--- config.mk ---
export PLATFORM = sky130hd
export DESIGN_NAME = hamming_frame_ctrl_flat
export DESIGN_NICKNAME = d
export VERILOG_FILES = /design/src/rtl/hamming_frame_ctrl_pkg.sv /design/src/rtl/hamming_frame_ctrl_if.sv /design/src/rtl/hamming_frame_ctrl_counter.sv /design/src/rtl/hamming_frame_ctrl.sv /design/src/flat_wrapper.sv
export SDC_FILE = /design/constraint.sdc
export NUM_CORES = 1
export LEC_CHECK = 0
export CAP_MARGIN = 20
export CELL_PAD_IN_SITES_DETAIL_PLACEMENT = 1
export CELL_PAD_IN_SITES_GLOBAL_PLACEMENT = 1
export CORE_ASPECT_RATIO = 0.7
export CORE_MARGIN = 3
export CORE_UTILIZATION = 30
export CTS_CLUSTER_DIAMETER = 30
export DETAILED_ROUTE_END_ITERATION = 7
export PLACE_DENSITY_LB_ADDON = 0.1
export RECOVER_POWER = 50
export SYNTH_ARGS = -nofsm -noshare
export SYNTH_HDL_FRONTEND = slang
export SYNTH_HIERARCHICAL = 1
export SYNTH_SLANG_ARGS = --single-unit
--- constraint.sdc ---
create_clock -name clk -period 1.84 [get_ports clk]
set_input_delay 0.184 -clock clk [delete_from_list [all_inputs] [get_ports clk]]
set_output_delay 0.184 -clock clk [all_outputs]
set_load 0.005 [all_outputs]
--- src/rtl/hamming_frame_ctrl_pkg.sv ---
// Shared constants and types for the 15/11 Hamming receive sequencer.
package hamming_pkg;

  localparam int N_CODE   = 15;
  localparam int K_DATA   = 11;
  localparam int SYN_W    = 4;
  localparam int ERRCNT_W = 16;
  localparam int CNT_W    = $clog2(N_CODE);

  typedef enum logic {
    TX_IDLE,
    TX_SHIFT
  } tx_state_t;

endpackage

--- src/rtl/hamming_frame_ctrl_if.sv ---
// Control bundle between the frame sequencer (master) and the shift/decoder datapath (slave).
interface hamming_frame_ctrl_if;
  import hamming_pkg::*;

  logic             in_valid;
  logic             frame_sync;
  logic             in_shift;
  logic [SYN_W-1:0] syndrome;
  logic             dec_load;
  logic             corrected;
  logic             out_shift;
  logic             out_valid;
  logic             out_ready;
  logic             out_last;
  logic             busy;
  logic             overrun;
  logic             err_clr;
`ifdef ERR_CNT_EN
  logic [ERRCNT_W-1:0] err_count;
`endif

  modport master (
    input  in_valid, frame_sync, syndrome, out_ready, err_clr,
    output in_shift, dec_load, corrected, out_shift, out_valid, out_last, busy, overrun
`ifdef ERR_CNT_EN
    , output err_count
`endif
  );

  modport slave (
    output in_valid, frame_sync, syndrome, out_ready, err_clr,
    input  in_shift, dec_load, corrected, out_shift, out_valid, out_last, busy, overrun
`ifdef ERR_CNT_EN
    , input err_count
`endif
  );

endinterface

--- src/rtl/hamming_frame_ctrl_counter.sv ---
// Mod-(MAX+1) up counter with synchronous load; load has priority over count.
module frame_bit_counter
  import hamming_pkg::*;
#(
  parameter int W   = CNT_W,
  parameter int MAX = N_CODE - 1
) (
  input  logic         clk,
  input  logic         reset,
  input  logic         en,
  input  logic         load,
  input  logic [W-1:0] load_val,
  output logic [W-1:0] cnt
);

  // NOTE: state registers use <= so every flop samples pre-edge values in the same step.
  always_ff @(posedge clk or negedge reset) begin
    if (!reset)      cnt <= '0;
    else if (load)   cnt <= load_val;
    else if (en)     cnt <= (cnt == W'(MAX)) ? '0 : cnt + 1'b1;
  end

endmodule

--- src/rtl/hamming_frame_ctrl.sv ---
// Frame sequencer for the 15/11 Hamming RX datapath: aligns frames, loads decoder, streams data.
// Define ERR_CNT_EN to add the saturating corrected-frame counter (err_count).
module hamming_frame_ctrl
  import hamming_pkg::*;
(
  input  logic                 clk,
  input  logic                 reset,
  hamming_frame_ctrl_if.master bus
);

  logic [CNT_W-1:0] rx_cnt;
  logic [CNT_W-1:0] tx_cnt;
  logic             rx_done_q;
  logic             can_load;
  tx_state_t        state, state_nxt;

  assign bus.in_shift = bus.in_valid;

  frame_bit_counter #(.W(CNT_W), .MAX(N_CODE - 1)) u_rx_cnt (
    .clk      (clk),
    .reset    (reset),
    .en       (bus.in_valid),
    .load     (bus.in_valid & bus.frame_sync),
    .load_val (CNT_W'(1)),
    .cnt      (rx_cnt)
  );

  frame_bit_counter #(.W(CNT_W), .MAX(K_DATA - 1)) u_tx_cnt (
    .clk      (clk),
    .reset    (reset),
    .en       (bus.out_shift),
    .load     (bus.dec_load),
    .load_val ('0),
    .cnt      (tx_cnt)
  );

  // Frame complete: the 15th code bit was accepted without a fresh sync on it.
  always_ff @(posedge clk or negedge reset) begin
    if (!reset) rx_done_q <= 1'b0;
    else        rx_done_q <= bus.in_valid & ~bus.frame_sync & (rx_cnt == CNT_W'(N_CODE - 1));
  end

  always_ff @(posedge clk or negedge reset) begin
    if (!reset) state <= TX_IDLE;
    else        state <= state_nxt;
  end

  always_comb begin
    state_nxt = state;
    case (state)
      TX_IDLE:  if (bus.dec_load) state_nxt = TX_SHIFT;
      TX_SHIFT: if (!bus.dec_load && bus.out_last && bus.out_ready) state_nxt = TX_IDLE;
      default:  state_nxt = TX_IDLE;
    endcase
  end

  // NOTE: every output gets a default at the top of always_comb, so no path can infer a latch.
  always_comb begin
    bus.out_valid = (state == TX_SHIFT);
    bus.out_last  = bus.out_valid && (tx_cnt == CNT_W'(K_DATA - 1));
    can_load      = (state == TX_IDLE) || (bus.out_last && bus.out_ready);
    bus.dec_load  = rx_done_q && can_load;
    bus.corrected = bus.dec_load && (bus.syndrome != '0);
    bus.out_shift = bus.out_valid && bus.out_ready && !bus.dec_load;
    bus.busy      = (rx_cnt != '0) || (state == TX_SHIFT);
  end

  // A drop in the same cycle as err_clr keeps the flag set.
  always_ff @(posedge clk or negedge reset) begin
    if (!reset)                     bus.overrun <= 1'b0;
    else if (rx_done_q && !can_load) bus.overrun <= 1'b1;
    else if (bus.err_clr)           bus.overrun <= 1'b0;
  end

`ifdef ERR_CNT_EN
  always_ff @(posedge clk or negedge reset) begin
    if (!reset)                                   bus.err_count <= '0;
    else if (bus.err_clr)                         bus.err_count <= '0;
    else if (bus.corrected && (bus.err_count != '1)) bus.err_count <= bus.err_count + 1'b1;
  end
`endif

endmodule
--- src/flat_wrapper.sv ---
// flat-port wrapper written by rule: the top's interface ports become plain ports
module hamming_frame_ctrl_flat import hamming_pkg::*;
  (clk, reset, bus_in_valid, bus_frame_sync, bus_syndrome, bus_out_ready, bus_err_clr, bus_in_shift, bus_dec_load, bus_corrected, bus_out_shift, bus_out_valid, bus_out_last, bus_busy, bus_overrun);
  hamming_frame_ctrl_if bus_i ();
  input  logic clk;
  input  logic reset;
  input wire logic [$bits(bus_i.in_valid)-1:0] bus_in_valid;
  input wire logic [$bits(bus_i.frame_sync)-1:0] bus_frame_sync;
  input wire logic [$bits(bus_i.syndrome)-1:0] bus_syndrome;
  input wire logic [$bits(bus_i.out_ready)-1:0] bus_out_ready;
  input wire logic [$bits(bus_i.err_clr)-1:0] bus_err_clr;
  output wire logic [$bits(bus_i.in_shift)-1:0] bus_in_shift;
  output wire logic [$bits(bus_i.dec_load)-1:0] bus_dec_load;
  output wire logic [$bits(bus_i.corrected)-1:0] bus_corrected;
  output wire logic [$bits(bus_i.out_shift)-1:0] bus_out_shift;
  output wire logic [$bits(bus_i.out_valid)-1:0] bus_out_valid;
  output wire logic [$bits(bus_i.out_last)-1:0] bus_out_last;
  output wire logic [$bits(bus_i.busy)-1:0] bus_busy;
  output wire logic [$bits(bus_i.overrun)-1:0] bus_overrun;
  assign bus_i.in_valid = bus_in_valid;
  assign bus_i.frame_sync = bus_frame_sync;
  assign bus_i.syndrome = bus_syndrome;
  assign bus_i.out_ready = bus_out_ready;
  assign bus_i.err_clr = bus_err_clr;
  assign bus_in_shift = bus_i.in_shift;
  assign bus_dec_load = bus_i.dec_load;
  assign bus_corrected = bus_i.corrected;
  assign bus_out_shift = bus_i.out_shift;
  assign bus_out_valid = bus_i.out_valid;
  assign bus_out_last = bus_i.out_last;
  assign bus_busy = bus_i.busy;
  assign bus_overrun = bus_i.overrun;
  hamming_frame_ctrl u_core (.clk(clk), .reset(reset), .bus(bus_i));
endmodule
## After elaboration in Yosys (flattened, before gate mapping)

Cells that the tools add are included.
Widths: inputs -> output; s select.

- Add/sub/neg operators: 2
- Equality and inequality tests: 2
- Mux-type cells: 11
- Bitwise operators: 5
- Reductions and logical operators: 18

Operator list:

| cell | count |
|---|---|
| $mux 4 | 6 |
| $logic_and 1x1->1 | 9 |
| $add 4x1->4 const B | 2 |
| $eq 4x4->1 const B | 2 |
| $reduce_bool 4->1 | 2 |
| $reduce_bool 2->1 | 3 |
| $mux 1 | 4 |
| $and 1x1->1 | 3 |
| $logic_not 1->1 | 2 |
| $logic_or 1x1->1 | 2 |
| $not 1->1 | 2 |
| $pmux 1 s2 | 1 |

- Register bits after elaboration: 11
- Bits of input ports: 10
- Output and inout port bits: 8
- Logic and storage cells: 43

## Longest topological paths before layout

- Depth in word-level cells: 10
- Depth in mapped cells: 6
- Depth with buffers taken out: 6

## By module

The synthesis kept the hierarchy.

Modules (own cells, without submodules):

| module | instances | cells an instance | area an instance (um2) | seq. area each (um2) |
|---|---|---|---|---|
| frame_bit_counter (u_core.u_tx_cnt) | 1 | 26 | 234.0 | 100.1 |
| frame_bit_counter (u_core.u_rx_cnt) | 1 | 25 | 224.0 | 100.1 |
| hamming_frame_ctrl | 1 | 23 | 203.9 | 75.1 |

## Least setup slack after synthesis

OpenSTA, ideal clock, no wires.

- Path kind: reg-to-reg
- From: register u_core.u_tx_cnt.cnt[0]
- To: register u_core.u_tx_cnt.cnt[1]
- Setup time: 120 ps
- Arrival time: 1501 ps
- Data required time: 1720 ps
- Setup slack: 220 ps
- Stages on the path, launching flop included: 7
- Path buffers: 0
- Period minus slack after synthesis: 1620 ps
- Cells stage by stage: dfrtp_1 > and4bb_2 > a21boi_2 > nor2b_1 > nor4bb_1 > a21o_1 > a31o_1

- Longest elaborated chain between the ends: 8
- Elaborated cells on any way between the ends: 12
- Classes of those cells: add/sub: 1; eq/ne: 1; mux: 3; reduce/logical: 7

RTL lines:

| element | line | text |
|---|---|---|
| from (decl) | hamming_frame_ctrl_counter.sv:13 | `output logic [W-1:0] cnt` |
| from (signal assigned) | hamming_frame_ctrl_counter.sv:19 | `else if (load) cnt <= load_val;` |
| from (signal assigned) | hamming_frame_ctrl_counter.sv:20 | `else if (en) cnt <= (cnt == W'(MAX)) ? '0 : cnt + 1'b1;` |
| $eq 4x4->1 (*) | hamming_frame_ctrl.sv:60 | `bus.out_last = bus.out_valid && (tx_cnt == CNT_W'(K_DATA - 1));` |
| $logic_and 1x1->1 (*) | hamming_frame_ctrl.sv:60 |  |
| $logic_and 1x1->1 (*) | hamming_frame_ctrl.sv:61 | `can_load = (state == TX_IDLE) \|\| (bus.out_last && bus.out_ready);` |
| $logic_or 1x1->1 (*) | hamming_frame_ctrl.sv:61 |  |
| $logic_and 1x1->1 (*) | hamming_frame_ctrl.sv:62 | `bus.dec_load = rx_done_q && can_load;` |
| via bus_dec_load | flat_wrapper.sv:13 | `output wire logic [$bits(bus_i.dec_load)-1:0] bus_dec_load;` |
| $logic_not 1->1 | hamming_frame_ctrl.sv:64 | `bus.out_shift = bus.out_valid && bus.out_ready && !bus.dec_load;` |
| $logic_and 1x1->1 | hamming_frame_ctrl.sv:64 |  |
| $reduce_bool 2->1 (no source line) | -- |  |

The timed path passes the listed nets; every way through them passes the cells marked *. The select of a mux whose other input is x is not followed.
A chain may end at the register's enable or synchronous reset.

## Worst setup path in the final report

- From: register u_core.u_tx_cnt.cnt[3]
- To: register u_core.u_tx_cnt.cnt[0]

- Longest elaborated chain between the ends: 8
- Elaborated cells on any way between the ends: 11
- Classes of those cells: eq/ne: 1; mux: 3; reduce/logical: 7

RTL lines:

| element | line |
|---|---|
| $eq 4x4->1 (*) | hamming_frame_ctrl_counter.sv:20, hamming_frame_ctrl.sv:60 |
| $logic_and 1x1->1 | hamming_frame_ctrl.sv:60 |
| $logic_and 1x1->1 | hamming_frame_ctrl.sv:61 |
| $logic_or 1x1->1 | hamming_frame_ctrl.sv:61 |
| $logic_and 1x1->1 | hamming_frame_ctrl.sv:62 |
| $logic_not 1->1 | hamming_frame_ctrl.sv:64 |
| $logic_and 1x1->1 | hamming_frame_ctrl.sv:64 |
| $reduce_bool 2->1 (no source line) | -- |

Mark *: on every way between the ends. The rest lies on a longest branch, timed or not. The select of a mux whose other input is x is not followed.

==> reports/qor.yml <==
run_status:
  run_status: "complete, no violations"
pwr:
  static-leakage-power_nw: 0.441
  power.ir.vdd_worst_uv: 396
  power_uw: 986
  power.density_cell_area_nw_per_um2: 999
logic_synthesis:
  synth_edf_count: 0
  synthCells: 74
  postSynth.topFlopCell: "dfrtp_1"
  yosys_register_bits: 11
  most_numerous_cell_in_the_yosys_netlist: "dfrtp_1"
  yosysWarningCount: 6
  synthArstFlopShare_pct: 100
  mappedNetlistArea_um2: 662
  synth_top_cell_area_share_pct: 41.6
  synth_top_cells_by_count: "dfrtp_1 (11), o21ai_0 (8), a21oi_1 (7)"
  post-synth-top-area-cell: "dfrtp_1"
  synth_seq_area_share_pct: 41.6
  yosys.cell_types.count: 32
  syn-mean-instance-area_um2: 8.94
  synth.area.top_cells: "dfrtp_1 (42%), o21ai_0 (6.0%), nor2b_1 (5.7%)"
routing:
  route.antenna.remaining_nets: 0
  drcViolationCount: 0
  finalWirelength_um: 1830
  avgViaCountPerCell: 4.79
  vias: 656
  drt_pre_antenna_iters: 3
  first_iter_violations: 6
  routedWlPerCell_um: 13.4
timing:
  report.final.hold_viol_count: 0
  timing.final.crit_period_ns: 1.73
  timing_worst_slew_pin_value_ns: 0.498
  timing.fmax_ghz: 0.577
  fin_tns_setup_ns: 0
  timing.clock.skew_ns: 0.00429
  setup_viol: 0
  setup_repair_after_global_routing_missed_its_margin: "false"
  finalCritPeriodShare_pct: 94.3
  timing.slew.headroom_pct: 66.7
  finalMaxSlewViolations: 0
grt:
  grtUsageMet3_pct: 6.72
  initial_antenna_violation_count: 0
  grt_pass1_wl_um: 3060
  groute.layer.met1.usage_pct: 16.4
  top_usage_layer: "met2"
  grt_max_degree: 12
  via_count_of_the_first_global_routing_pass: 671
  grt.met2_usage_pct: 24.1
  global_route.usage.total_pct: 14.3
  gr-total-overflow: 0
floorplanning:
  fp.coreArea_um2: 1970
  die_height_um: 45.3
  core.rowCount: 13
  die_x_um: 62.1
  full_die_area_um2: 2810
  pin_count: 18
  start_util_pct: 33.6
worst_setup_path:
  worstPathMaxFanout: 5
  setup.worst_path.start_class: "flop"
  setup.worst_path.end_class: "flop"
  worst_path_max_delay_cell: "dfrtp_1"
  cp.required_ns: 2.00
  crit_path_cell_trace: "and4bb_2 -> a21boi_4 -> nor2b_2 -> buf_4 -> buf_4 -> inv_1 -> o21ai_0 -> o22a_1"
  cpMostUsedCell: "buf_4"
  reg2reg_depth: 8
  r2r-end: "u_core/u_tx_cnt/cnt[0]"
  r2r_start: "u_core/u_tx_cnt/cnt[3]"
  crit_arrival_ns: 1.90
  timing_worst_setup_path_type: "flop to flop"
  critical_path.max_stage_delay_ns: 0.41
  regToRegSetupSlack_ns: 0.11
clock_tree:
  ctsHtreeMaxLevel: 1
  clk_pin_slew_worst_paths_ns: 0.07
  tritoncts_clock_tree: "yes"
  clkLatencyLatePin_ns: 0.27
  cts_sinks: 11
  tritoncts.num_buffers: 3
  hold_buffers: 0
  clockBufferDepth: 2
  cts_root_buffer: "clkbuf_4"
cells_and_area:
  area_growth_syn_to_layout_pct: 49.1
  antennaDiodeCount: 0
  drive_above_1_share_pct: 18.7
  final_nets: 118
  layout_utilization_pct: 50.2
placement:
  io_buffers: 17
  routabilityCongestion: 0.749
  dp_hpwl_um: 1380
hold_path:
  worstHoldPathType: "input port to asynchronous set/reset pin"
job:
  drv.max_cap_violation_count: 0
[registers in the layout, summed over array words and instances (netlist names)]
| signal | count |
|---|---|
| u_core/rx_done_q | 1 |
| u_core/bus.out_valid | 1 |
| u_core/u_rx_cnt/cnt | 4 |
| u_core/bus.overrun | 1 |
| u_core/u_tx_cnt/cnt | 4 |
[critical path, delay by kind of cell, from the launching register on]
family,cells,cell delay [ns]
AOI/OAI and AO/OA,3,0.45
DFF,1,0.41
buffers and inverters,3,0.43
and+or+nand+nor,2,0.34
[logic make-up (layout without fill, tap and decap cells)]
group | after synthesis | in the layout | synth area share (%)
AO/OA/AOI/OAI | 25 | 25 | 24.2
XOR/XNOR | 1 | 1 | 1.32
buffers and inverters | 6 | 33 | 3.97
flip-flops | 11 | 11 | 41.6
multiplexers | 1 | 1 | 1.51
other | 2 | 8 | 1.13
AND/OR/NAND/NOR | 28 | 28 | 26.3
[layout make-up]
cell class / instances / area [um2]
clock buffers: 4 / 26.3
fillers: 234 / 981
inverters: 5 / 18.8
multi-input cells: 63 / 412
flip-flops and latches: 11 / 275
well taps: 30 / 37.5
repair buffers: 24 / 218
[report_power, final]
| part | switching, mW | internal [mW] | leakage (nW) |
|---|---|---|---|
| logic | 0.196 | 0.246 | 0.290 |
| clock network | 0.0786 | 0.0839 | 0.0150 |
| registers | 0.0734 | 0.308 | 0.136 |
| total | 0.348 | 0.638 | 0.441 |
[cells in the final DEF (no fill, tap or decap), types with 4 or more instances in the layout]
cell	n
inv_1	4
dlygate4sd2_1	4
o21ai_0	8
buf_4	7
clkdlybuf4s50_1	11
nor2b_1	5
a21oi_1	6
nand2_1	6
dfrtp_1	11
conb_1	8
[worst max-delay path by stage]
stage / from / endpoint / slack, ns / cells after the start
CTS: u_core/u_tx_cnt/cnt[3] / u_core/u_tx_cnt/cnt[1] / 0.005 / 8
detailed placement: u_core/u_tx_cnt/cnt[2] / u_core/u_tx_cnt/cnt[1] / 0.09 / 7
global route: u_core/u_tx_cnt/cnt[3] / u_core/u_tx_cnt/cnt[1] / 0.02 / 8
finish: u_core/u_tx_cnt/cnt[3] / u_core/u_tx_cnt/cnt[0] / 0.11 / 8
floorplan: u_core/u_tx_cnt/cnt[0] / u_core/u_tx_cnt/cnt[1] / 0.22 / 6
global placement: u_core/u_tx_cnt/cnt[2] / bus_dec_load / 0.13 / 4
[per-stage QoR]
step | hold slack [ns] | worst slack [ns] | cell area, um2 | std cells
after floorplan | -0.112 | 0.220 | 684 | 80
after global routing | 0.356 | 0.0163 | 987 | 137
after detailed placement | 0.502 | 0.0927 | 915 | 130
after global placement | 0.492 | 0.129 | 915 | 130
final | 0.316 | 0.106 | 987 | 137
after CTS | 0.259 | 0.00481 | 971 | 137
[routing by layer]
metal / up-vias / wire length, um
li1: 323 / -
met1: 317 / 887
met2: 14 / 827
met3: 2 / 108
met4: 0 / 6
met5: - / 0
[repair_timing]
item / 4_1_cts / 5_1_grt
endpoints found under the setup margin: 4 / 2
setup buffers: 3 / 0
pin swaps: 1 / 2
gates resized for setup: 7 / 2
endpoints found under the hold margin: 0 / 0
Power figures use the tool's default switching activity.
